--- config.mk ---
export PLATFORM = sky130hd
export DESIGN_NAME = rd_cell_addr_flat
export DESIGN_NICKNAME = d
export VERILOG_FILES = /design/src/rtl/rd_cell_addr_if.sv /design/src/rtl/rd_cell_addr.sv /design/src/flat_wrapper.sv
export SDC_FILE = /design/constraint.sdc
export NUM_CORES = 1
export LEC_CHECK = 0
export BUFFER_PORTS_ARGS = -buffer_cell sky130_fd_sc_hd__buf_2
export CAP_MARGIN = 20
export CORE_MARGIN = 2
export CORE_UTILIZATION = 30
export DETAILED_ROUTE_END_ITERATION = 10
export GPL_TIMING_DRIVEN = 0
export PLACE_DENSITY = 0.6
export SETUP_SLACK_MARGIN = 0.5
export SLEW_MARGIN = 20
export SYNTH_ARGS = -nofsm -noshare
export SYNTH_HDL_FRONTEND = slang
export SYNTH_SLANG_ARGS = --single-unit
--- constraint.sdc ---
create_clock -name clk -period 4.4 [get_ports clk]
set_input_delay 0.22 -clock clk [delete_from_list [all_inputs] [get_ports clk]]
set_output_delay 0.22 -clock clk [all_outputs]
set_load 0.01 [all_outputs]
--- src/rtl/rd_cell_addr_if.sv ---
// Signal bundle for one per-column read-address cell: shared base counter,
// per-instance offset triple, phase select and the registered read address.
interface rd_cell_addr_if #(
    parameter int A_WID = 8
);
    // No handshake: the cell samples en/cycle/base_addr/addr_offset on every
    // clk rising edge, and rd_addr is valid every cycle with no backpressure.
    logic                 en;
    logic [1:0]           cycle;
    logic [A_WID-1:0]     base_addr;
    logic [3*A_WID-1:0]   addr_offset;
    logic [A_WID-1:0]     rd_addr;

    modport master (
        output en,
        output cycle,
        output base_addr,
        output addr_offset,
        input  rd_addr
    );

    modport slave (
        input  en,
        input  cycle,
        input  base_addr,
        input  addr_offset,
        output rd_addr
    );
endinterface

--- src/rtl/rd_cell_addr.sv ---
// Per-column LDPC read-address cell: registers base_addr plus the offset chosen
// by the cycle phase; phase 3 holds while the shared base counter advances.
module rd_cell_addr #(
    parameter int A_WID = 8
) (
    input  logic          clk,
    input  logic          reset_n,
    rd_cell_addr_if.slave bus
);

    logic [A_WID-1:0] off0;
    logic [A_WID-1:0] off1;
    logic [A_WID-1:0] off2;
    logic [A_WID-1:0] sel_off;
    logic [A_WID-1:0] sum;
    logic [A_WID-1:0] rd_addr_q;
    logic [A_WID-1:0] rd_addr_d;

    assign off0 = bus.addr_offset[A_WID-1:0];
    assign off1 = bus.addr_offset[2*A_WID-1:A_WID];
    assign off2 = bus.addr_offset[3*A_WID-1:2*A_WID];

    always_comb begin
        sel_off = off0;
        case (bus.cycle)
            2'd0:    sel_off = off0;
            2'd1:    sel_off = off1;
            2'd2:    sel_off = off2;
            default: sel_off = off0;
        endcase
    end

    // Carry out is dropped on purpose: an offset of all-ones acts as -1.
    assign sum = bus.base_addr + sel_off;

    always_comb begin
        rd_addr_d = rd_addr_q;
        if (!bus.en) begin
            rd_addr_d = '0;
        end else if (bus.cycle != 2'd3) begin
            rd_addr_d = sum;
        end
    end

    // reset_n keeps its historical name but is active-high.
    always_ff @(posedge clk) begin
        if (reset_n) begin
            rd_addr_q <= '0;
        end else begin
            rd_addr_q <= rd_addr_d;
        end
    end

    assign bus.rd_addr = rd_addr_q;

endmodule

--- src/flat_wrapper.sv ---
// flat-port wrapper written by rule: the top's interface ports become plain ports
module rd_cell_addr_flat 
#(
    parameter int A_WID = 8
)
  (clk, reset_n, bus_en, bus_cycle, bus_base_addr, bus_addr_offset, bus_rd_addr);
  rd_cell_addr_if #(.A_WID(A_WID)) bus_i ();
  input  logic clk;
  input  logic reset_n;
  input wire logic [$bits(bus_i.en)-1:0] bus_en;
  input wire logic [$bits(bus_i.cycle)-1:0] bus_cycle;
  input wire logic [$bits(bus_i.base_addr)-1:0] bus_base_addr;
  input wire logic [$bits(bus_i.addr_offset)-1:0] bus_addr_offset;
  output wire logic [$bits(bus_i.rd_addr)-1:0] bus_rd_addr;
  assign bus_i.en = bus_en;
  assign bus_i.cycle = bus_cycle;
  assign bus_i.base_addr = bus_base_addr;
  assign bus_i.addr_offset = bus_addr_offset;
  assign bus_rd_addr = bus_i.rd_addr;
  rd_cell_addr #(.A_WID(A_WID)) u_core (.clk(clk), .reset_n(reset_n), .bus(bus_i));
endmodule
==> reports/results.txt <==
Via density -> 4.70
row count -> 18
DIE WIDTH -> 55.1 um
Final Hold Viols -> 0
Final ANT Viol Nets -> 0
Yosys warnings -> 0
WL met3 -> 149 um
Setup Fix Bufs, Post-CTS -> 0
crit path capture type -> flop
Setup Skew -> 0 ns
worst hold path cell count -> 4
Worst R2R Path Depth -> 3
TritonCTS clock tree -> yes
status -> finished, final reports clean
Fillers -> 278
synth cell count leaders -> nand2_1, ha_1, dfxtp_1, o21ai_0
clk buf depth -> 2
final period utilization -> 54.8%
Inserted Diodes -> 0
Worst-Margin Slew -> 0.384 ns
syn nets -> 142
sw power -> 0.0854 mW
number of I/O pins -> 45
CP peak stage delay -> 0.47 ns
Net Sw Frac -> 33.6%
PortBufs -> 44
WL final -> 1.75 mm
DR WL/cell -> 10.2 um
largest net degree at the start of global routing -> 11
post-synth top area share -> 20.5%
CP dominant cell by count -> o21ai_0
Die Area -> 3030 sq um
startpoint types -> input pin
Synth Area in Compound Gates -> 26.6%
total core area -> 2480 sq um
DRT iter0 DRCs -> 2
initial antenna violation count -> 0
Post-Synth Simple-Gate Area -> 16.3%
cell with the most instances after synthesis -> nand2_1
Gate Count Post-Synth -> 94
CTS buffer count -> 3
power per cell area -> 239 nW/um^2
Clock Latency Late Sink -> 0.24 ns
post-synth cell types -> 30
critical setup path kind -> input pin to flop
Post-synth EDFFs -> 0
WL met2 -> 751 um
clock root buffer -> clkbuf_4
WP data arrival -> 2.53 ns
RePlAce Congestion -> 0.748
largest family of logic cells by synthesized area -> compound AO/OA/AOI/OAI gates
DR top layer -> met4
required time of the critical path -> 4.52 ns
initial core utilization -> 31.6%
gr usage total -> 13.3%
Cell Area, Synth -> 782 sq um
Synth Area in XOR/XNOR -> 6.72%
total number of vias -> 803
Resized Gates After CTS -> 0
GRT overflow -> 0
critical-path cell list -> buf_2 -> inv_1 -> ha_1 -> clkbuf_1 -> o21ai_0 -> fa_1 -> a21o_1 -> a21oi_2 -> o21ai_0 -> mux2i_1 -> o211ai_1
Final Max Slew Viols -> 0
Reg clk slew, reported paths -> 0.05 ns
Max VDD drop -> 0.118 mV
Yosys top cell by area -> dfxtp_1
drt pass-1 iters -> 3
Worst slew margin -> 74.1%
top cells by area, synth -> dfxtp_1, ha_1, a22oi_1, mux2i_1, nand2_1
WL met1 -> 838 um
FF+latch count, synth -> 8
Area Growth Syn to Fin -> 35.8%
Max Cap Viol -> 0
setup violators final -> 0
number of flip-flops in the largest register -> 8
FMAX -> 414 MHz
worst min-delay path class -> input pin to flop
Comb power frac -> 46.6%
DIE HEIGHT -> 55.1 um
DP Cell Count -> 168
Leakage -> 0.545 nW
dpl hpwl -> 1.57 mm
Seq pwr share -> 32.4%
register area share after synthesis -> 20.5%
clock share of power -> 21.0%
internal power -> 0.169 mW
Sinks on Clock Net -> 8
DRC viols -> 0
Slowest-stage cell, CP -> fa_1
ys async rst share -> 0%
mux share of post-synthesis cell area -> 6.40%
Final Non-Filler Cells -> 171
RSZ-0062 raised after global routing -> false
top_reg_cell synth -> dfxtp_1
number of global-route vias before repair -> 738
worst-path maximum fanout -> 10
Mapped Avg Cell Area -> 8.32 sq um
setup TNS -> 0 ns
Tmin final -> 2.41 ns
layout cell share with drive strength beyond 1 -> 40.4%
Post-CTS Hold Buffers -> 0
Final nets -> 191
CTS HTree Levels -> 1
first-pass GRT wire length -> 2.94 mm
Post-Synth Adder-Cell Area -> 18.6%
==> cell families (layout without fill, tap and decap cells) <==
kind of cell,Yosys count,count (layout)
AO/OA/AOI/OAI,30,30
flip-flops,8,8
buffers and inverters,8,55
multiplexers,5,5
AND/OR/NAND/NOR,26,26
XOR/XNOR,6,6
adder cells (fa/ha/maj),11,11
==> final timing paths <==
path,from,end,slack (ns)
setup / recovery,bus_cycle[0],u_core.bus.rd_addr[6],1.99
hold reg to reg,u_core.bus.rd_addr[5],u_core.bus.rd_addr[5],0.47
setup reg to reg,u_core.bus.rd_addr[7],u_core.bus.rd_addr[7],3.74
hold / removal,bus_base_addr[0],u_core.bus.rd_addr[0],0.38
==> power by group through the flow <==
| stage | sequential (mW) | clock (mW) | combinational, mW |
|---|---|---|---|
| 2_1_floorplan | 0.0868 | 0 | 0.0788 |
| 3_3_place_gp | 0.0834 | 0 | 0.118 |
| 3_5_place_dp | 0.0839 | 0 | 0.120 |
| 4_1_cts | 0.0824 | 0.0558 | 0.121 |
| 5_1_grt | 0.0829 | 0.0612 | 0.136 |
| 6_report | 0.0825 | 0.0534 | 0.119 |
==> worst max-delay path: cells and delay by family <==
family,cells,cell delay (ns)
fa+ha+maj,2,0.85
compound gates,5,0.83
buf+inv,3,0.46
mux,1,0.16
==> stage by stage <==
stage | setup WS (ns) | area [sq um] | power (mW) | hold WS (ns) | utilization [%]
floorplan | 2.07 | 782 | 0.166 | 0.477 | -
global placement | 1.72 | 1040 | 0.202 | 0.451 | 42.0
detailed placement | 1.70 | 1040 | 0.204 | 0.457 | 42.0
CTS | 1.97 | 1060 | 0.259 | 0.381 | 42.9
global route | 1.79 | 1060 | 0.280 | 0.390 | 42.9
finish | 1.99 | 1060 | 0.254 | 0.375 | 42.9
==> cell type report <==
| class | instances | area, sq um | share of cell area, % |
|---|---|---|---|
| Timing Repair Buffer | 44 | 220 | 20.7 |
| Clock buffer | 3 | 22.5 | 2.12 |
| Sequential cell | 8 | 160 | 15.1 |
| Inverter | 3 | 11.3 | 1.06 |
| Tap cell | 30 | 37.5 | 3.53 |
| Buffer | 5 | 27.5 | 2.59 |
| Multi-Input combinational cell | 78 | 583 | 54.9 |
==> routing by layer <==
| layer | GRT usage (%) | up-vias |
|---|---|---|
| met3 | 1.08 | 2 |
| met5 | 0 | - |
| met4 | 7.32 | 0 |
| met1 | 16.8 | 329 |
| met2 | 22.0 | 38 |
| li1 | - | 434 |
==> layout by cell type (no fill, tap or decap) <==
master / synthesis / final
a21o_1: 3 / 3
a21oi_1: 3 / 3
a21oi_2: 2 / 2
a22oi_1: 7 / 7
a22oi_2: 1 / 1
a31o_1: 1 / 1
a31oi_1: 1 / 1
and4_2: 1 / 1
buf_2: 1 / 45
buf_4: 2 / 2
clkbuf_1: 2 / 2
clkbuf_4: 0 / 3
dfxtp_1: 8 / 8
fa_1: 1 / 1
ha_1: 10 / 10
inv_1: 3 / 3
mux2i_1: 5 / 5
nand2_1: 13 / 13
nand2b_4: 1 / 1
nand3_1: 1 / 1
nor2_1: 7 / 7
nor3_1: 1 / 1
nor4b_1: 1 / 1
o211ai_1: 1 / 1
o21a_1: 1 / 1
o21ai_0: 8 / 8
o21ai_2: 1 / 1
o2bb2ai_1: 1 / 1
or4b_2: 1 / 1
xnor2_1: 4 / 4
xor2_1: 2 / 2
Note: power is estimated with default switching activity, not from simulation.
